## config.mk

```make
export PLATFORM = sky130hd
export DESIGN_NAME = key_input_scheduler
export DESIGN_NICKNAME = d
export VERILOG_FILES = /design/src/rtl/key_sched_pkg.sv /design/src/rtl/key_fifo.sv /design/src/rtl/key_input_scheduler.sv
export SDC_FILE = /design/constraint.sdc
export NUM_CORES = 1
export LEC_CHECK = 0
export CORE_ASPECT_RATIO = 1.4
export CORE_MARGIN = 3
export CORE_UTILIZATION = 35
export CTS_CLUSTER_DIAMETER = 60
export DETAILED_ROUTE_END_ITERATION = 8
export GPL_TIMING_DRIVEN = 0
export PLACE_DENSITY = 0.65
export SKIP_LAST_GASP = 1
export SYNTH_ARGS = -nofsm -noshare
export SYNTH_HDL_FRONTEND = slang
export SYNTH_SLANG_ARGS = --single-unit
```

## constraint.sdc

```tcl
create_clock -name clk -period 5.05 [get_ports clk]
set_clock_uncertainty 0.1 [all_clocks]
set_input_delay 0.505 -clock clk [delete_from_list [all_inputs] [get_ports clk]]
set_output_delay 0.505 -clock clk [all_outputs]
set_load 0.01 [all_outputs]
```

## src/rtl/key_sched_pkg.sv

```systemverilog
// Shared types and constants for the key input scheduler: FSM states, the
// ingress source identifiers and the converter's "no action" code.
package key_sched_pkg;

    typedef enum logic [1:0] {
        ST_IDLE  = 2'd0,
        ST_DRIVE = 2'd1,
        ST_OFFER = 2'd2
    } state_t;

    typedef enum logic {
        SRC_UART = 1'b0,
        SRC_BTN  = 1'b1
    } src_t;

    localparam logic [3:0] NO_ACTION_CODE = 4'h0;

    // Saturating add used for the drop counter (at most 2 drops per cycle).
    function automatic logic [7:0] sat_add8(input logic [7:0] a, input logic [1:0] b);
        logic [8:0] sum;
        sum = {1'b0, a} + {7'b0, b};
        return sum[8] ? 8'hFF : sum[7:0];
    endfunction

endpackage

```

## src/rtl/key_fifo.sv

```systemverilog
// Small synchronous key-byte queue: up to two writes and one pop per cycle.
// The caller guarantees it never writes more bytes than there are free slots.
module key_fifo #(
    parameter int DEPTH = 4,
    parameter int CW    = $clog2(DEPTH) + 1
) (
    input  logic          clk,
    input  logic          rst_n,
    input  logic [1:0]    wr_count,
    input  logic [7:0]    wr_data0,
    input  logic [7:0]    wr_data1,
    input  logic          pop,
    output logic [7:0]    head,
    output logic          empty,
    output logic          full,
    output logic [CW-1:0] free_slots
);

    localparam int AW = $clog2(DEPTH);

    logic [7:0]    mem [DEPTH];
    logic [AW-1:0] rd_ptr;
    logic [AW-1:0] wr_ptr;
    logic [AW-1:0] wr_ptr_inc;
    logic [CW-1:0] count;

    assign wr_ptr_inc = wr_ptr + 1'b1;
    assign head       = mem[rd_ptr];
    assign empty      = (count == '0);
    assign full       = (count == CW'(DEPTH));
    assign free_slots = CW'(DEPTH) - count;

    // NOTE: storage is left unreset; only pointers and occupancy decide what is valid.
    always_ff @(posedge clk) begin
        if (wr_count != 2'd0) mem[wr_ptr]     <= wr_data0;
        if (wr_count == 2'd2) mem[wr_ptr_inc] <= wr_data1;
    end

    // NOTE: sequential state uses non-blocking assignments so every register samples pre-edge values.
    always_ff @(posedge clk or negedge rst_n) begin
        if (!rst_n) begin
            rd_ptr <= '0;
            wr_ptr <= '0;
            count  <= '0;
        end else begin
            if (pop) rd_ptr <= rd_ptr + 1'b1;
            wr_ptr <= wr_ptr + AW'(wr_count);
            count  <= count + CW'(wr_count) - CW'(pop);
        end
    end

endmodule

```

## src/rtl/key_input_scheduler.sv

```systemverilog
// Arbitrates UART and pushbutton key bytes into a shared queue, feeds them one at a
// time through the external key converter and offers each action code on valid/ready.
module key_input_scheduler
    import key_sched_pkg::*;
#(
    parameter int         FIFO_DEPTH  = 4,
    parameter int         HOLD_CYCLES = 2,
    parameter logic [7:0] IDLE_KEY    = 8'h00
) (
    input  logic       clk,
    input  logic       rst_n,
    input  logic       uart_valid,
    input  logic [7:0] uart_key,
    input  logic       btn_valid,
    input  logic [7:0] btn_key,
    output logic [7:0] conv_key,
    input  logic [3:0] conv_code,
    output logic       cmd_valid,
    output logic [3:0] cmd_code,
    input  logic       cmd_ready,
    output logic       fifo_full,
    output logic [7:0] drop_count
);

    localparam int CW = $clog2(FIFO_DEPTH) + 1;
    localparam int HW = (HOLD_CYCLES > 1) ? $clog2(HOLD_CYCLES) : 1;

    state_t        state;
    state_t        state_nxt;
    src_t          rr_pri;
    logic [HW-1:0] hold_cnt;
    logic          hold_done;

    logic [7:0]    head;
    logic          empty;
    logic [CW-1:0] free_slots;
    logic [CW-1:0] avail;
    logic          pop;

    logic [1:0]    wr_count;
    logic [1:0]    drops;
    logic [7:0]    wr_data0;
    logic [7:0]    wr_data1;

    key_fifo #(.DEPTH(FIFO_DEPTH), .CW(CW)) u_fifo (
        .clk        (clk),
        .rst_n      (rst_n),
        .wr_count   (wr_count),
        .wr_data0   (wr_data0),
        .wr_data1   (wr_data1),
        .pop        (pop),
        .head       (head),
        .empty      (empty),
        .full       (fifo_full),
        .free_slots (free_slots)
    );

    assign hold_done = (hold_cnt == HW'(HOLD_CYCLES - 1));
    assign pop       = !empty && ((state == ST_IDLE) || (state == ST_OFFER && cmd_ready));
    // A same-cycle pop frees its slot for this cycle's ingress.
    assign avail     = free_slots + CW'(pop);

    // NOTE: every always_comb output gets a default first so no latch is inferred.
    always_comb begin
        wr_count = 2'd0;
        drops    = 2'd0;
        wr_data0 = uart_key;
        wr_data1 = btn_key;
        if (uart_valid && btn_valid) begin
            if (rr_pri == SRC_BTN) begin
                wr_data0 = btn_key;
                wr_data1 = uart_key;
            end
            if (avail >= CW'(2)) begin
                wr_count = 2'd2;
            end else if (avail == CW'(1)) begin
                wr_count = 2'd1;
                drops    = 2'd1;
            end else begin
                drops    = 2'd2;
            end
        end else if (uart_valid || btn_valid) begin
            wr_data0 = uart_valid ? uart_key : btn_key;
            if (avail != '0) wr_count = 2'd1;
            else             drops    = 2'd1;
        end
    end

    always_comb begin
        state_nxt = state;
        unique case (state)
            ST_IDLE:  if (!empty) state_nxt = ST_DRIVE;
            ST_DRIVE: if (hold_done)
                          state_nxt = (conv_code == NO_ACTION_CODE) ? ST_IDLE : ST_OFFER;
            ST_OFFER: if (cmd_ready) state_nxt = empty ? ST_IDLE : ST_DRIVE;
            default:  state_nxt = ST_IDLE;
        endcase
    end

    always_ff @(posedge clk or negedge rst_n) begin
        if (!rst_n) begin
            state      <= ST_IDLE;
            rr_pri     <= SRC_UART;
            hold_cnt   <= '0;
            conv_key   <= IDLE_KEY;
            cmd_valid  <= 1'b0;
            cmd_code   <= 4'h0;
            drop_count <= 8'h00;
        end else begin
            state      <= state_nxt;
            drop_count <= sat_add8(drop_count, drops);
            if (uart_valid && btn_valid)
                rr_pri <= (rr_pri == SRC_UART) ? SRC_BTN : SRC_UART;

            if (pop) begin
                conv_key <= head;
                hold_cnt <= '0;
            end else if (state == ST_DRIVE) begin
                hold_cnt <= hold_cnt + 1'b1;
                if (hold_done) begin
                    conv_key <= IDLE_KEY;
                    if (conv_code != NO_ACTION_CODE) begin
                        cmd_valid <= 1'b1;
                        cmd_code  <= conv_code;
                    end
                end
            end

            if (state == ST_OFFER && cmd_ready) cmd_valid <= 1'b0;
        end
    end

endmodule

```

==> impl_results.md, run 1 <==
* Residual DRC at 0
* DRT Wirelength at around 6400 µm
* Critical path's most frequent cell: inv_1
* Nets at between 300 and 400
* Post-route insts no fill at between 400 and 500
* Leakage at 0.00193 µW
* Layout cells sized above 1 at 0.157
* Top FF cell, synth: edfxtp_1
* Total power at roughly 2600 µW
* Period Utilization, post-route at 0.783
* Synthesized area at 0.00328 mm²
* Antenna-violating nets left at 0
* CP Launch Type: input port
* Reg-to-Reg Start: u_fifo.count[0]$_DFF_PN0_
* Post-synth EDFFs at 32
* Vias in the first global route at around 2,200
* # rows at approximately 40
* Critical-path cell list: clkdlybuf4s50_1 > inv_1 > a211oi_2 > buf_2 > inv_1 > ha_1 > inv_1 > ha_1 > xnor2_1 > and3_1 > nor3_1 > inv_1 > ha_1 > inv_1 > ha_1 > fa_1 > xnor2_1 > xnor2_1
* Total congestion overflow at 0
* Status: complete, no violations
* Pre-CTS setup slack at approximately 740 ps
* Placer Congestion at approximately 0.7
* RSZ-0062 raised after global routing: false
* Global-route wire length before repair at 10,500 µm
* CP delay by family, top: adder cells
* Asr flop ratio synth at 0.500
* Internal power at around 1700 µW
* Synth Register Bits at 64
* Largest net degree at the start of global routing at 33
* Die Y at approximately 120 µm
* Initial Utilization at 0.362
* Worst setup margin at between 1000 and 1500 ps
* Setup TNS at 0 ps
* Cts repair resizes at 0
* Core footprint at 0.00908 mm²
* Sw Ratio at 0.344
* R2R Setup Slk at roughly 1400 ps
* Synthesis Warnings at 0
* H-tree lvl count at 3
* Latest clock arrival within the worst-skew pair at 320 ps
* Vias/cell at 4.96
* Max Root-Sink Buffers at 2
* Crit path max fanout at 10
* Post-Syn Instances at about 250
* CP endpoint kind: register
* P per Cell Area at between 600 and 700 mW/mm²
* IO buf count at 44
* Synth top cells by count: mux2i_1, dfrtp_1, edfxtp_1
* Post-CTS Setup Inserts at 0
* Root Driver: clkbuf_16
* Tightest hold margin at approximately 140 ps
* Avg Inst Size Synth at ~13 µm²
* Worst VDD drop at about 0.24 mV
* Routed len/inst at around 15 µm
* Worst rel slew slack at 0.517
* Arrival time worst endpoint at ~4100 ps
* Final Max Tran Viols at 0
* CTS buffer count at 9
* Area share of the largest cell type after synthesis at 0.293
* Top-count cell post-synth: mux2i_1
* Clock network power share at 0.211
* Total GRT Usage at 0.131
* Sequential share of the synthesized area at 0.536
* I/O pin cnt at 47
* Slowest-stage cell, CP: clkdlybuf4s50_1
* R2R depth at 17
* Syn nets at 289
* ANT cells at 0
* DRT iter0 DRCs at 83
* Vias at about 2,100
* Worst min-delay path class: in -> async
* Area grow syn2layout at 27.5%
* Number of setup violations in the final report at 0
* Synth unique cells at 38
* F_max at 253 MHz
* Initial antenna violation count at 0
* Synth area leader: edfxtp_1
* CP Buf/Inv Count at 7
* Worst Tran Pin Value at roughly 730 ps
* Die ar. at approximately 0.011 mm²
* Switching power at roughly 910 µW
* Setup CP Type: in -> reg
* Largest cells by area after synthesis: edfxtp_1, dfrtp_1, mux2i_1
* Final hold violation count at 0
* Clock sinks at 64
* R2R Path End: u_fifo.count[2]$_DFF_PN0_
* TritonRoute pass-1 iters at 4
* CP Data Required Time at roughly 5200 ps
* Reg clk slew, reported paths at 50 ps
* Cts hold-fix bufs at 0
* Final Critical Period at just under 4000 ps
* Die Wd at around 90 µm
* Gate power share at 0.432
* Sequential share of power at 0.358
* Max incr delay on CP at between 400 and 500 ps
* Post-placement cell count at 409
* TritonCTS clock tree: yes
* DPL Wire Length at 4730 µm
* Max cap viols at 0
-- per-stage QoR --
| stage | utilization | instance area (µm²) |
|---|---|---|
| 2_1_floorplan | - | 3280 |
| 3_3_place_gp | 0.425 | 3860 |
| 3_5_place_dp | 0.431 | 3910 |
| 4_1_cts | 0.461 | 4190 |
| 5_1_grt | 0.461 | 4190 |
| 6_report | 0.461 | 4190 |
-- logic make-up after synthesis --
family          after synthesis  synth area share
xor+xnor                     13            0.0347
mux                          61             0.218
buf+inv                      27            0.0392
simple gates                 55            0.0770
compound gates               24            0.0518
flops                        64             0.536
fa+ha+maj                    10            0.0427
-- state kept, by name (all words and copies together), names as in the netlist, 2 cells and up --
signal and cells:
u_fifo.rd_ptr 2, cmd_code 4, drop_count 8, u_fifo.mem 32, conv_key 8, u_fifo.count 3
state 2, u_fifo.wr_ptr 2
-- per-layer routing --
layer / track usage / up-vias / routed length [µm]
met5: 0 / - / 0
met4: 0.0547 / 0 / 69
met3: 0.0293 / 4 / 226
met2: 0.239 / 45 / 3570
met1: 0.142 / 1016 / 2560
li1: - / 1041 / -
-- layout by cell type (no fill, tap or decap), types with 2 or more instances in the layout --
cell	count
o21ai_0	9
inv_1	17
nand3_1	10
nor3_1	2
dfrtp_1	32
buf_2	4
xor2_1	3
nand2_1	24
mux2i_1	48
clkdlybuf4s50_1	43
a21oi_1	3
xnor2_1	10
buf_4	6
mux2_2	5
fa_1	2
a21o_1	2
clkbuf_1	3
clkinvlp_4	2
nor2b_1	3
mux4_2	8
ha_1	8
buf_6	2
nor2_1	8
o41ai_2	4
clkbuf_16	9
edfxtp_1	32
-- power groups by stage --
stage / Clock, µW / Sequential (µW) / Combinational [µW]
6_report: 557 / 945 / 1140
5_1_grt: 589 / 976 / 1270
4_1_cts: 570 / 950 / 1170
3_5_place_dp: 0 / 959 / 1160
3_3_place_gp: 0 / 950 / 1080
2_1_floorplan: 0 / 965 / 725
-- worst max-delay path by stage --
stage / startpoint / endpoint / slack [ps] / cells after the start
after floorplan: cmd_ready / u_fifo.count[2]$_DFF_PN0_ / 1630 / 17
after global placement: cmd_ready / u_fifo.mem[0][7]$_DFFE_PP_ / 270 / 11
after detailed placement: cmd_ready / u_fifo.count[2]$_DFF_PN0_ / 740 / 18
after CTS: cmd_ready / u_fifo.count[2]$_DFF_PN0_ / 1070 / 18
after global routing: cmd_ready / u_fifo.count[2]$_DFF_PN0_ / 870 / 18
final: cmd_ready / u_fifo.count[2]$_DFF_PN0_ / 1100 / 18
-- final cells by class --
| class | instances | area (µm²) |
|---|---|---|
| multi-input cells | 163 | 1420 |
| repair buffers | 48 | 465 |
| well taps | 107 | 134 |
| inverters | 17 | 63.8 |
| clock inverters | 5 | 32.5 |
| clock buffers | 11 | 243 |
| flip-flops and latches | 64 | 1760 |
| fillers | 828 | 4890 |
| plain buffers | 10 | 65.1 |
Power figures use the tool's default switching activity.
==> inputs of run 2 (changes only) <==
PLACE_DENSITY = 0.67   (was 0.65)
clock period = 3.2 ns   (was 5.05 ns; I/O delays follow)
==> impl_results.md, run 2 (synthesized netlist as in run 1, its figures left out) <==
* CP endpoint kind: register
* CTS buffer count at 9 (unchanged)
* WHS Endpoint: cmd_valid$_DFFE_PN0P_
* FF/Latch Area at 0.00176 mm² (+0.14%)
* HP Start: cmd_ready
* CP Buf/Inv Count at 4 (-3)
* Nets at 353 (+1.4%)
* Routed len/inst at 15.3 µm (+1.4%)
* Placed Area at 0.00393 mm² (+0.38%)
* P per Cell Area at 1070 mW/mm² (+70%)
* DRT Wirelength at 6600 µm (+2.6%)
* Max incr delay on CP at 440 ps (-40 ps)
* Total congestion overflow at 0 (unchanged)
* TritonCTS clock tree: yes
* H-tree lvl count at 3 (unchanged)
* Initial antenna violation count at 0 (unchanged)
* Crit path max fanout at 4 (-6)
* CP delay by family, top: adder cells
* Die ar. at 0.0106 mm² (unchanged)
* Status: complete, no violations
* CP Launch Type: register
* Number of setup violations in the final report at 0 (unchanged)
* Register bank with the most flops: u_fifo.mem
* Reg clk slew, reported paths at 60 ps (about the same)
* Max Root-Sink Buffers at 2 (unchanged)
* Setup CP Type: reg -> reg
* Vias/cell at 4.95 (-0.13%)
* Initial Utilization at 0.362 (unchanged)
* Max FFs per register at 32 (unchanged)
* Max cap viols at 0 (unchanged)
* Filler cells at 800 (-3.4%)
* Sw Ratio at 0.335 (-0.00880)
* TritonRoute pass-1 iters at 4 (unchanged)
* CP Data Required Time at 3320 ps (-1870 ps)
* Area grow syn2layout at 34.1%
* Residual DRC at 0 (unchanged)
* Sequential share of power at 0.320 (-0.038)
* Worst min-delay path class: in -> reg
* WP depth at 16 (-2)
* Worst rel slew slack at 0.522 (+0.00541)
* Leakage at 0.00201 µW (+4.5%)
* Die Y at 121 µm (unchanged)
* Final Critical Period at between 3000 and 4000 ps
* Clock sinks at 64 (unchanged)
* Vias at 2,128 (+1.0%)
* Final hold violation count at 0 (unchanged)
* Design Area, Final at 0.00441 mm² (+5.2%)
* Multi-input logic area at 0.00152 mm² (+6.4%)
* Setup TNS at 0 ps (unchanged)
* Vias in the first global route at 2,229 (+2.2%)
* Most frequent cells in the layout: mux2i_1, clkdlybuf4s50_1, edfxtp_1, dfrtp_1, nand2_1
* Clock network power share at 0.243 (+0.032)
* DRT iter0 DRCs at 97 (+17%)
* Reg-to-Reg Start: u_fifo.count[0]$_DFF_PN0_
* Root Driver: clkbuf_16
* Arrival time worst endpoint at 3130 ps (-970 ps)
* Final Max Tran Viols at 0 (unchanged)
* Antenna-violating nets left at 0 (unchanged)
* I/O pin cnt at 47 (unchanged)
* Latest clock arrival within the worst-skew pair at 330 ps (about the same)
* Slowest-stage cell, CP: dfrtp_2
* Die Wd at 87.9 µm (unchanged)
* Biggest regs: u_fifo.mem (32), conv_key (8), drop_count (8)
* ANT cells at 0 (unchanged)
* Worst Tran Pin Value at 717 ps (-8.12 ps)
* R2R Path End: u_fifo.count[2]$_DFF_PN0_
* Internal power at 3140 µW (+81%)
* Core footprint at 0.00908 mm² (unchanged)
* Most common cell after layout, fill and taps aside: mux2i_1
* Hold Path Stages at 2
* Placer Congestion at 0.742 (+3.9%)
* Period Utilization, post-route at 0.942
* Critical-path cell list: nor3_4 > a211oi_4 > inv_4 > ha_4 > inv_2 > ha_4 > xnor2_4 > and3_4 > nor3_4 > inv_1 > ha_1 > inv_1 > ha_2 > fa_2 > xnor2_2 > xnor2_1
* Layout cells sized above 1 at 0.220 (+0.0626)
* R2R depth at 16 (-1)
* DPL Wire Length at 4690 µm (-0.87%)
* Worst VDD drop at 0.335 mV (+39%)
* Gate power share at 0.437 (+0.005)
* RSZ-0062 raised after global routing: false
* IO buf count at 44 (unchanged)
* R2R Setup Slk at 190 ps (-1160 ps)
* Switching power at 1580 µW (+74%)
* Largest net degree at the start of global routing at 33 (unchanged)
* Total GRT Usage at 0.139 (+0.00778)
* F_max at 332 MHz
* Global-route wire length before repair at 11,000 µm (+4.5%)
* # rows at 41 (unchanged)
[run 2: area by class of cell]
class                   instances  area share
plain buffers                   9      0.0136
clock buffers                   9      0.0511
clock inverters                 7      0.0284
inverters                      17      0.0151
multi-input cells             163       0.344
flip-flops and latches         64       0.400
well taps                     107      0.0304
repair buffers                 54       0.117
[run 2: what timing repair did]
action,CTS,global route
hold buffers,1,0
pin swaps,7,9
gates resized for setup,16,7
setup buffers,5,0
hold endpoints to repair,32,0
setup endpoints to repair,10,7
[run 2: power by group through the flow]
stage          logic [µW]  clock network, µW  registers, µW
2_1_floorplan        1170                  0           1520
3_3_place_gp         1730                  0           1500
3_5_place_dp         1850                  0           1520
5_1_grt              2290               1210           1550
6_report             2060               1150           1510
4_1_cts              2080               1160           1510
[run 2: metrics by stage]
stage	power (µW)	setup WS (ps)	instances	hold WS, ps	util
floorplan	2690	0.412	254	-75.6	-
global placement	3230	-1280	405	389	0.427
finish	4720	186	430	120	0.485
CTS	4760	5.43	431	324	0.484
detailed placement	3360	-745	409	327	0.433
global route	5060	13.0	430	133	0.485
[run 2: how the worst max path moves through the flow]
stage	startpoint	end	slack (ps)
2_1_floorplan	u_fifo.count[2]$_DFF_PN0_	u_fifo.count[2]$_DFF_PN0_	0.4
3_3_place_gp	cmd_ready	u_fifo.mem[1][0]$_DFFE_PP_	-1280
3_5_place_dp	cmd_ready	u_fifo.count[2]$_DFF_PN0_	-750
4_1_cts	cmd_ready	u_fifo.count[2]$_DFF_PN0_	5
5_1_grt	u_fifo.count[0]$_DFF_PN0_	u_fifo.count[2]$_DFF_PN0_	10
6_report	u_fifo.count[0]$_DFF_PN0_	u_fifo.count[2]$_DFF_PN0_	190
[run 2: per-layer routing]
layer	up-vias	routed length, µm	GRT usage
met3	7	307	0.0354
met2	55	3420	0.235
met4	0	104	0.0576
met5	-	0	0
met1	1015	2760	0.164
li1	1051	-	-
==> inputs of run 3 (changes only) <==
CELL_PAD_IN_SITES_DETAIL_PLACEMENT = 0   (was unset)
CELL_PAD_IN_SITES_GLOBAL_PLACEMENT = 1   (was unset)
PLACE_DENSITY = 0.78   (was 0.67)
SETUP_SLACK_MARGIN = 0.3   (was unset)
==> impl_results.md, run 3 (synthesized netlist as in run 1, its figures left out) <==
* DPL Wire Length at 4970 µm (+5.9%)
* CP Buf/Inv Count at 5 (+1)
* Die ar. at 0.0106 mm² (unchanged)
* CP endpoint kind: register
* IO buf count at 44 (unchanged)
* Post-placement cell count at 409 (unchanged)
* Worst setup margin at 160 ps (-26.3 ps)
* Residual DRC at 0 (unchanged)
* CTS buffer count at 9 (unchanged)
* ANT cells at 0 (unchanged)
* Final Util at 0.489 (+0.00386)
* Setup CP Type: reg -> reg
* # rows at 41 (unchanged)
* Status: complete, no violations
* Wire length on met2 at 3720 µm (+8.6%)
* Clock sinks at 64 (unchanged)
* Reg clk slew, reported paths at 50 ps (about the same)
* Final hold violation count at 0 (unchanged)
* DRT iter0 DRCs at 71 (-27%)
* CP delay by family, top: adder cells
* Initial Utilization at 0.362 (unchanged)
* Total GRT Usage at 0.145 (+0.00662)
* Crit path max fanout at 3 (-1)
* Layout cells sized above 1 at 0.263 (+0.0432)
* Total power at 4610 µW (-2.3%)
* Vias at 2,178 (+2.3%)
* DRT Wirelength at 6940 µm (+5.2%)
* Max cap viols at 0 (unchanged)
* Worst Tran Pin Value at 720 ps (+3.43 ps)
* Area grow syn2layout at 35.2%
* P per Cell Area at 1040 mW/mm² (-3.1%)
* Pre-CTS setup slack at -568 ps (+178 ps)
* Critical-path cell list: nor3_4 > a211oi_4 > buf_6 > inv_4 > ha_4 > inv_2 > ha_4 > xnor2_4 > and3_4 > nor3_4 > inv_1 > ha_1 > inv_1 > ha_2 > fa_2 > xnor2_2 > xnor2_1
* Biggest regs: u_fifo.mem (32), conv_key (8), drop_count (8)
* Slowest-stage cell, CP: dfrtp_2
* Register bank with the most flops: u_fifo.mem
* Vias/cell at 5.02 (+1.4%)
* Max Root-Sink Buffers at 2 (unchanged)
* Worst min-delay path class: in -> reg
* Worst rel slew slack at 0.520 (-0.00229)
* Top routing layer used: met4
* Global-route wire length before repair at 11,500 µm (+4.4%)
* CP Launch Type: register
* Routed len/inst at 16.0 µm (+4.2%)
* Latest clock arrival within the worst-skew pair at 330 ps (about the same)
* Largest net degree at the start of global routing at 33 (unchanged)
* H-tree lvl count at 3 (unchanged)
* Met1 wire length at 2780 µm (+0.54%)
* Leakage at 0.00200 µW (-0.73%)
* TritonRoute pass-1 iters at 4 (unchanged)
* F_max at 329 MHz (-0.87%)
* Die Y at 121 µm (unchanged)
* Core footprint at 0.00908 mm² (unchanged)
* Final Max Tran Viols at 0 (unchanged)
* Arrival time worst endpoint at 3150 ps (+20 ps)
* Antenna-violating nets left at 0 (unchanged)
* Root Driver: clkbuf_16
* RSZ-0062 raised after global routing: true
* Max incr delay on CP at 420 ps (-20 ps)
* Number of setup violations in the final report at 0 (unchanged)
* Post-route insts no fill at 434 (+0.93%)
* Final Critical Period at 3040 ps (+26.3 ps)
* Routed met3 length at 305 µm (-0.65%)
* CP Data Required Time at 3310 ps (about the same)
* Most common cell after layout, fill and taps aside: mux2i_1
* Worst VDD drop at 0.352 mV (+5.1%)
* Die Wd at 87.9 µm (unchanged)
* Initial antenna violation count at 0 (unchanged)
* Vias in the first global route at 2,343 (+5.1%)
* Nets at 357 (+1.1%)
* Period Utilization, post-route at 0.950 (+0.00823)
* TritonCTS clock tree: yes
* Placer Congestion at 0.714 (-3.8%)
* I/O pin cnt at 47 (unchanged)
* Max FFs per register at 32 (unchanged)
* Most frequent cells in the layout: mux2i_1, clkdlybuf4s50_1, edfxtp_1, dfrtp_1, nand2_1
* Total congestion overflow at 0 (unchanged)
-- run 3: cell count changes in the layout (fill, tap and decap cells not counted), moves of 3 or more --
cell | previous run | this run
nand2_2 | 1 | 4
inv_6 | 3 | 0
buf_4 | 11 | 14
nand2_1 | 24 | 21
-- run 3: per-layer routing --
metal,vias up,track usage
met5,-,0
met4,0,0.0633
met3,9,0.0375
met2,50,0.251
met1,1062,0.166
li1,1057,-
-- run 3: worst paths after layout --
| kind | start | endpoint | slack, ps | cells past startpoint |
|---|---|---|---|---|
| max in group asynchronous | rst_n | u_fifo.count[2]$_DFF_PN0_ | 2000 | 2 |
| setup reg to reg | u_fifo.count[2]$_DFF_PN0_ | u_fifo.count[2]$_DFF_PN0_ | 160 | 17 |
| min in group asynchronous | rst_n | rr_pri$_DFFE_PN0P_ | 490 | 2 |
| hold reg to reg | cmd_code[1]$_DFFE_PN0P_ | cmd_code[1]$_DFFE_PN0P_ | 400 | 1 |
| hold / removal | cmd_ready | cmd_valid$_DFFE_PN0P_ | 230 | 2 |
| setup / recovery | u_fifo.count[2]$_DFF_PN0_ | u_fifo.count[2]$_DFF_PN0_ | 160 | 17 |
-- run 3: power by group --
group          internal (µW)  leakage (µW)  switching (µW)
Clock                    598      0.000140             345
Combinational           1110       0.00117            1040
Sequential              1310      0.000687             206
-- run 3: final cells by class --
class                           count  area (µm²)
Timing Repair Buffer               57         534
Fill cell                         794        4640
Clock buffer                       10         229
Sequential cell                    64        1760
Inverter                           17        66.3
Tap cell                          107         134
Buffer                             10        71.3
Multi-Input combinational cell    163        1580
Clock inverter                      6        60.1
-- run 3: stage by stage --
step | hold slack (ps) | setup TNS, ps | cell area [µm²]
floorplan | -75.6 | 0 | 3350
global placement | 387 | -39520 | 3920
detailed placement | 330 | -8680 | 3980
CTS | 222 | 0 | 4410
global route | 237 | -5.11 | 4440
finish | 233 | 0 | 4440
-- run 3: timing repair --
| action | in CTS | in global routing |
|---|---|---|
| endpoints found under the hold margin | 32 | 0 |
| endpoints found under the setup margin | 34 | 29 |
| setup buffers | 8 | 0 |
| pin swaps | 10 | 10 |
| gates cloned | 0 | 0 |
| resized for setup | 15 | 10 |
| hold buffers | 1 | 0 |
